===== config.mk =====
export PLATFORM = sky130hd
export DESIGN_NAME = booth_seq_mul
export DESIGN_NICKNAME = d
export VERILOG_FILES = /design/src/rtl/booth_pkg.sv /design/src/rtl/booth_pp_gen.sv /design/src/rtl/booth_seq_mul.sv
export SDC_FILE = /design/constraint.sdc
export NUM_CORES = 1
export LEC_CHECK = 0
export BUFFER_PORTS_ARGS = -buffer_cell sky130_fd_sc_hd__buf_4
export CORE_ASPECT_RATIO = 0.8
export CORE_MARGIN = 4
export CORE_UTILIZATION = 40
export DETAILED_ROUTE_END_ITERATION = 10
export SLEW_MARGIN = 10
export SYNTH_ARGS = -nofsm -noshare
export SYNTH_HDL_FRONTEND = slang
export SYNTH_SLANG_ARGS = --single-unit

===== constraint.sdc =====
create_clock -name clk -period 11.3 [get_ports clk]
set_clock_uncertainty 0.05 [all_clocks]
set_input_delay 2.26 -clock clk [delete_from_list [all_inputs] [get_ports clk]]
set_output_delay 2.26 -clock clk [all_outputs]
set_load 0.1 [all_outputs]

===== src/rtl/booth_pkg.sv =====
// ============================================================================
// Module      : booth_pkg
// Description : Shared types and the radix-4 Booth digit classifier.
// Revision    : 1.0 - initial release
// ============================================================================
`default_nettype none

package booth_pkg;

  typedef enum logic [1:0] {
    IDLE = 2'd0,
    CALC = 2'd1,
    DONE = 2'd2
  } state_t;

  typedef enum logic [2:0] {
    D_ZERO = 3'd0,
    D_P1   = 3'd1,
    D_P2   = 3'd2,
    D_M1   = 3'd3,
    D_M2   = 3'd4
  } digit_t;

  // Window is {y[2i+1], y[2i], y[2i-1]}.
  function automatic digit_t booth_class(input logic [2:0] win);
    digit_t cls;
    case (win)
      3'b001, 3'b010: cls = D_P1;
      3'b011:         cls = D_P2;
      3'b100:         cls = D_M2;
      3'b101, 3'b110: cls = D_M1;
      default:        cls = D_ZERO;
    endcase
    return cls;
  endfunction

endpackage

`default_nettype wire


===== src/rtl/booth_pp_gen.sv =====
// ============================================================================
// Module      : booth_pp_gen
// Description : Combinational Booth partial-product selector (0, +-X, +-2X).
// Revision    : 1.0 - initial release
// ============================================================================
`default_nettype none

module booth_pp_gen
  import booth_pkg::*;
#(
  parameter int W = 8
) (
  input  logic [2:0]     digit_i,
  input  logic [2*W-1:0] x_i,
  output logic [2*W-1:0] pp_o,
  output logic           neg_o
);

  logic [2*W-1:0] w_x2;
  digit_t         w_cls;

  assign w_x2  = {x_i[2*W-2:0], 1'b0};
  assign w_cls = booth_class(digit_i);

  // Negative digits emit the ones' complement; the +1 rides in on neg_o.
  always_comb begin
    pp_o  = '0;
    neg_o = 1'b0;
    case (w_cls)
      D_P1: pp_o = x_i;
      D_P2: pp_o = w_x2;
      D_M1: begin
        pp_o  = ~x_i;
        neg_o = 1'b1;
      end
      D_M2: begin
        pp_o  = ~w_x2;
        neg_o = 1'b1;
      end
      default: begin
        pp_o  = '0;
        neg_o = 1'b0;
      end
    endcase
  end

endmodule

`default_nettype wire


===== src/rtl/booth_seq_mul.sv =====
// ============================================================================
// Module      : booth_seq_mul
// Description : Sequential signed radix-4 Booth multiplier, one digit/cycle.
// Revision    : 1.0 - initial release
// ============================================================================
`default_nettype none

module booth_seq_mul
  import booth_pkg::*;
#(
  parameter int W = 8
) (
  input  logic           clk,
  input  logic           rst,
  input  logic           in_valid,
  output logic           in_ready,
  input  logic [W-1:0]   x_in,
  input  logic [W-1:0]   y_in,
  output logic           out_valid,
  input  logic           out_ready,
  output logic [2*W-1:0] product,
  output logic           busy
);

  localparam int CW = (W / 2 > 1) ? $clog2(W / 2) : 1;
  localparam logic [CW-1:0] C_LAST = CW'(W / 2 - 1);

  state_t         state_q, state_d;
  logic [2*W-1:0] x_q, x_d;
  logic [W:0]     yr_q, yr_d;
  logic [2*W-1:0] acc_q, acc_d;
  logic [CW-1:0]  cnt_q, cnt_d;

  logic [2*W-1:0] w_x_shift;
  logic [2*W-1:0] w_pp;
  logic           w_neg;

  // Shift X before complementing so the carry-in lands at the digit weight.
  assign w_x_shift = x_q << {cnt_q, 1'b0};

  booth_pp_gen #(.W(W)) u_pp_gen (
    .digit_i (yr_q[2:0]),
    .x_i     (w_x_shift),
    .pp_o    (w_pp),
    .neg_o   (w_neg)
  );

  always_ff @(posedge clk) begin
    if (rst) begin
      state_q <= IDLE;
      x_q     <= '0;
      yr_q    <= '0;
      acc_q   <= '0;
      cnt_q   <= '0;
    end else begin
      state_q <= state_d;
      x_q     <= x_d;
      yr_q    <= yr_d;
      acc_q   <= acc_d;
      cnt_q   <= cnt_d;
    end
  end

  always_comb begin
    state_d = state_q;
    x_d     = x_q;
    yr_d    = yr_q;
    acc_d   = acc_q;
    cnt_d   = cnt_q;
    case (state_q)
      IDLE: begin
        if (in_valid) begin
          x_d     = {{W{x_in[W-1]}}, x_in};
          yr_d    = {y_in, 1'b0};
          acc_d   = '0;
          cnt_d   = '0;
          state_d = CALC;
        end
      end
      CALC: begin
        acc_d = acc_q + w_pp + {{(2*W-1){1'b0}}, w_neg};
        yr_d  = $signed(yr_q) >>> 2;
        cnt_d = cnt_q + CW'(1);
        if (cnt_q == C_LAST) begin
          state_d = DONE;
        end
      end
      DONE: begin
        if (out_ready) begin
          state_d = IDLE;
        end
      end
      default: state_d = IDLE;
    endcase
  end

  assign in_ready  = (state_q == IDLE);
  assign out_valid = (state_q == DONE);
  assign busy      = (state_q == CALC) || (state_q == DONE);
  assign product   = acc_q;

endmodule

`default_nettype wire


==> results of run 1 <==
## per-layer routing
| metal | GRT usage | up-vias | share of wire |
|---|---|---|---|
| li1 | - | 1242 | - |
| met1 | 0.2278 | 1069 | 0.54 |
| met2 | 0.2317 | 49 | 0.40 |
| met3 | 0.03948 | 11 | 0.051 |
| met4 | 0.04502 | 0 | 0.016 |
| met5 | 0 | - | 0 |
## sequential cells by signal (all words and copies together) (netlist names)
signal   cells
product     16
x_q          8
yr_q         9
cnt_q        2
state_q      2
## worst max-delay path: cells and delay by family, from the launching register on
family          cells  cell delay (ns)
fa+ha+maj           1             0.53
simple gates        2             0.47
compound gates      7             1.78
xor+xnor            1             0.11
flops               1             1.05
## stage by stage
stage | setup WS (ns) | cells | hold slack [ns] | utilization | cell area [um^2]
after detailed placement | 7.247 | 432 | 0.4197 | 0.4652 | 2997
after floorplan | 7.689 | 330 | 0.3952 | - | 2689
after global routing | 6.717 | 440 | 0.4649 | 0.4788 | 3084
after global placement | 7.249 | 432 | 0.4129 | 0.4652 | 2997
after CTS | 7.195 | 440 | 0.4310 | 0.4788 | 3084
final | 7.196 | 440 | 0.4301 | 0.4788 | 3084
## power groups by stage
stage / Combinational [mW] / Clock [mW] / Sequential (mW)
after floorplan: 0.362 / 0 / 0.243
after global placement: 0.481 / 0 / 0.204
after detailed placement: 0.485 / 0 / 0.205
after CTS: 0.487 / 0.0983 / 0.202
after global routing: 0.539 / 0.104 / 0.208
final: 0.485 / 0.0952 / 0.202
## cell usage in the layout, fill, tap and decap left out, types with 9 or more instances in the layout
master	synthesis	final
nand2_1	34	34
a21oi_1	28	28
xor2_1	10	10
o21ai_0	24	24
dfxtp_1	37	37
ha_1	18	18
buf_4	2	38
a22o_1	9	9
a211oi_1	9	9
xnor2_1	15	15
nor2_1	33	33
mux2i_1	23	23
## layout make-up
| class | count | area (um^2) |
|---|---|---|
| clock inverters | 2 | 15.01 |
| multi-input cells | 266 | 1839 |
| repair buffers | 38 | 285.3 |
| inverters | 7 | 26.28 |
| fillers | 660 | 3357 |
| flip-flops and latches | 37 | 740.7 |
| well taps | 84 | 105.1 |
| clock buffers | 6 | 72.57 |
## kinds of logic (layout without fill, tap and decap cells)
logic type      Yosys count  count (layout)  synth area share
buf+inv                  27              53           0.04048
flops                    37              37            0.2755
fa+ha+maj                20              20           0.09865
xor+xnor                 25              25           0.08143
mux                      26              26           0.09818
simple gates             90              90            0.1489
compound gates          105             105            0.2569
## worst min-delay path by stage
stage	startpoint	to	slack, ns
finish	x_q[4]	x_q[4]	0.43
global route	x_q[4]	x_q[4]	0.46
CTS	x_q[4]	x_q[4]	0.43
detailed placement	x_q[4]	x_q[4]	0.42
global placement	x_q[2]	x_q[2]	0.41
floorplan	x_q[2]	x_q[2]	0.40
==> reports/metrics.yaml, run 1 <==
status: "finished, final reports clean"
combPwrFrac: 0.620
critPathLaunch: "yr_q[2]"
worstMarginPinSlew_ns: 1.089
root_buffer: "clkbuf_8"
yosysWarnings: 0
cts_resized: 0
synth_most_common_cell: "dfxtp_1"
max_freq_mhz: 243.7
antenna_found_initial: 0
cts_hold_buf: 0
min_period_over_period: 0.3632
power-per-cell-area_nw_per_um2: 253.5
clkPwrFrac: 0.122
min_path_cells: 2
swShare: 0.5246
post-route-min-period_ns: 4.104
io_buffers: 38
setup_tns_ns: 0
synth_top_area_frac: 0.2755
dr.pass1.iters: 4
finalHoldViolCount: 0
worst_setup_path_start_kind: "flip-flop"
seq_area_frac_synth: 0.2755
cts.clk_slew.worst_paths_ns: 0.08
die_width_um: 99.67
initial_core_util: 0.4174
wirelength_um: 6088
core_um2: 6441
synth_cell_types: 45
grt_pass1_wl_um: 10380
reg2reg_slack_ns: 7.20
reg2reg_depth: 11
p_leak_nw: 1.285
grt_usage: 0.1581
die-area_um2: 8106
setup_viol: 0
rsz0062_at_grt: "no"
critPathSlowestCell: "dfxtp_1"
slew_violations: 0
max-vdd-ir-drop_v: 0.0002246
numCtsBuffers: 5
die_h_um: 81.33
p_seq_frac: 0.258
cts_setup_buffers: 0
ctsHtreeMaxLevel: 2
std_cell_rows: 26
endpoint: "product[14]"
vias: 2371
synthTopCellsByCount: "37 x dfxtp_1, 34 x nand2_1, 33 x nor2_1"
path_max_fanout: 28
syn_inst: 330
wl_per_cell_um: 13.84
syn_nets: 370
gp_congestion: 0.8041
clk_latency_ns: 0.30
drive_above_1_share: 0.1573
hold_path.class: "flip-flop to flip-flop"
crit_required_ns: 11.44
ant_nets: 0
cts_tree: "yes"
slowest_delay_ns: 1.05
intPower_uw: 371.6
drt-initial-drc-count: 106
dp_hpwl_um: 4539
nets: 395
synthArstFlopShare: 0
critPathKind: "flip-flop to flip-flop"
n_antenna_cell: 0
end_kind: "flip-flop"
area_growth_syn_to_layout_pct: 14.70
io-pin-count: 39
r2r-end: "product[14]"
synth_edf_count: 0
syn_area_per_cell_um2: 8.148
drv_cap: 0
slew_headroom: 0.2729
timing.rr.start: "yr_q[2]"
p_total_uw: 781.8
cp_cell_sequence: "nor2_1 -> a32oi_1 -> o21ai_0 -> fa_1 -> a211oi_1 -> nor2_1 -> o22ai_1 -> o21ai_0 -> a221oi_1 -> xnor2_1 -> a22o_1"
synthTopCellsByArea: "dfxtp_1 28%, mux2i_1 8.6%, ha_1 8.4%"
synth-main-ff-cell: "dfxtp_1"
grt_pass1_vias: 2173
power.switching_uw: 410.1
crit_arrival_ns: 4.25
via_per_inst: 5.389
cts_sinks: 37
drc_errors: 0
ys_seq_elements: 37
cts.path.max_buffers: 2
yosys.area.top_type: "dfxtp_1"
syn_area_um2: 2689
grt_max_degree: 31
overflow: 0
(Power assumes the default switching activity.)
==> run 2: changes to the inputs <==
==> constraint.sdc (replaced) <==
create_clock -name clk -period 3.4 [get_ports clk]
set_clock_uncertainty 0.05 [all_clocks]
set_input_delay 0.68 -clock clk [delete_from_list [all_inputs] [get_ports clk]]
set_output_delay 0.68 -clock clk [all_outputs]
set_load 0.1 [all_outputs]
==> run 2 against run 1 <==
Compared with the run above:
- clock power rose to 4.2 times the previous value
- largest power group unchanged
- non-clock buffer count rose by 19
- critical endpoint unchanged
- flip-flop and latch count did not move
==> reports/metrics.yaml, run 2 (same netlist as run 1, synthesis figures left out) <==
nets: 414  # +4.8%
min_period_over_period: 0.9516  # +0.5884
clk_latency_ns: 0.29  # about the same
cts.path.max_buffers: 2  # unchanged
slowest_delay_ns: 0.40  # -0.65 ns
p_leak_nw: 1.423  # +11%
die-area_um2: 8106  # unchanged
dp_slack_ns: -0.03716  # -7.285 ns
drc_errors: 0  # unchanged
std_cell_rows: 26  # unchanged
grt_max_degree: 31  # unchanged
wirelength_um: 6578  # +8.0%
ctsHtreeMaxLevel: 2  # unchanged
dr.pass1.iters: 4  # unchanged
cp_cell_sequence: "buf_4 -> mux2_2 -> nor2_1 -> a21oi_1 -> xnor2_1 -> o21ai_1 -> ha_1 -> a2111o_1 -> o22ai_2 -> o21ai_1 -> a221oi_2 -> xnor2_1 -> a22o_1"
critPathSlowestCell: "a2111o_1"
n_antenna_cell: 0  # unchanged
grtUsageMet3: 0.03262  # -0.006867
cts_tree: "yes"
io_buffers: 38  # unchanged
grt_use_met2: 0.2423  # +0.01065
gp_congestion: 0.8322  # +3.5%
hold_path.class: "flip-flop to flip-flop"
setup_viol: 0  # unchanged
overflow: 0  # unchanged
die_h_um: 81.33  # unchanged
status: "finished, final reports clean"
crit_required_ns: 3.54  # -7.90 ns
layout_commonest_cell: "buf_4"
grt_pass1_wl_um: 10830  # +4.3%
setup_tns_ns: 0  # unchanged
cts_sinks: 37  # unchanged
die_width_um: 99.67  # unchanged
vias: 2455  # +3.5%
final_cell_mix: "56 x buf_4, 35 x dfxtp_1, 34 x nand2_1"
antenna_found_initial: 0  # unchanged
fin_util: 0.5153  # +0.03652
cp_num_buf_inv: 1  # +1
crit_arrival_ns: 3.37  # -0.88 ns
finalHoldViolCount: 0  # unchanged
end_kind: "flip-flop"
initial_core_util: 0.4174  # unchanged
numCtsBuffers: 5  # unchanged
slew_violations: 0  # unchanged
cts_hold_buf: 0  # unchanged
cts.clk_slew.worst_paths_ns: 0.08  # about the same
via_per_inst: 5.349  # -0.74%
worst_slack_ns: 0.1647  # -7.031 ns
critPathKind: "flip-flop to flip-flop"
ant_nets: 0  # unchanged
grt_usage: 0.1639  # +0.005793
path_max_fanout: 8  # -71%
p_total_mw: 2.870  # +270%
worstMarginPinSlew_ns: 0.6364  # -0.4528 ns
grt_pass1_vias: 2284  # +5.1%
largest_register_ffs: 16  # unchanged
power-per-cell-area_nw_per_um2: 864.6  # +240%
wl_per_cell_um: 14.33  # +3.6%
holdWs_ns: 0.4358  # +0.005735 ns
root_buffer: "clkbuf_8"
post-route-min-period_ns: 3.235  # -0.8688 ns
max-vdd-ir-drop_v: 0.0009731  # +330%
met1_usage: 0.2421  # +0.01431
drt-initial-drc-count: 172  # +62%
io-pin-count: 39  # unchanged
slew_headroom: 0.5713  # +0.2984
core_um2: 6441  # unchanged
top_usage_layer: "met2"
dp_hpwl_um: 4813  # +6.0%
drv_cap: 0  # unchanged
worst_setup_path_start_kind: "flip-flop"
area_growth_syn_to_layout_pct: 23.45
drive_above_1_share: 0.2373  # +0.08003
critPathTopFamily: "compound AO/OA/AOI/OAI gates"
max_freq_mhz: 309.1  # +27%
==> run 2: per-layer routing <==
metal | up-vias | share of wire
li1 | 1288 | -
met1 | 1115 | 0.53
met2 | 46 | 0.42
met3 | 6 | 0.037
met4 | 0 | 0.0096
met5 | - | 0
==> run 2: area by class of cell <==
| type | instances | area [um^2] |
|---|---|---|
| clock buffers | 7 | 86.33 |
| repair buffers | 57 | 431.7 |
| fillers | 642 | 3122 |
| clock inverters | 1 | 30.03 |
| flip-flops and latches | 37 | 743.2 |
| multi-input cells | 266 | 1897 |
| well taps | 84 | 105.1 |
| inverters | 7 | 26.28 |
==> run 2: timing repair <==
action	4_1_cts	5_1_grt
setup buffers	0	4
endpoints found under the setup margin	1	4
pin swaps	0	6
gates resized for setup	1	19
gates cloned	0	0
==> run 2: through the flow <==
step                std cells  instance area [um^2]
global route              459                  3319
detailed placement        447                  3109
floorplan                 330                  2691
CTS                       455                  3226
global placement          447                  3109
finish                    459                  3319
==> run 2: path summary, 6_finish.rpt <==
kind	from	endpoint	slack, ns	cells past startpoint
max	cnt_q[0]	product[14]	0.16	13
min	x_q[2]	x_q[2]	0.44	2
max reg2reg	cnt_q[0]	product[14]	0.16	13
min reg2reg	x_q[2]	x_q[2]	0.44	2
==> run 2: power by group <==
group          leakage [nW]  switching (mW)  internal (mW)  total [mW]
clock network        0.0585           0.162          0.239       0.402
logic                  1.06            1.16          0.675        1.84
registers             0.303          0.0987          0.532       0.631
==> run 2: worst min-delay path, cell delays in order, from the launching register on <==
cell and delay (ns):
dfxtp_1 0.33, nand2_1 0.06, a21oi_1 0.05
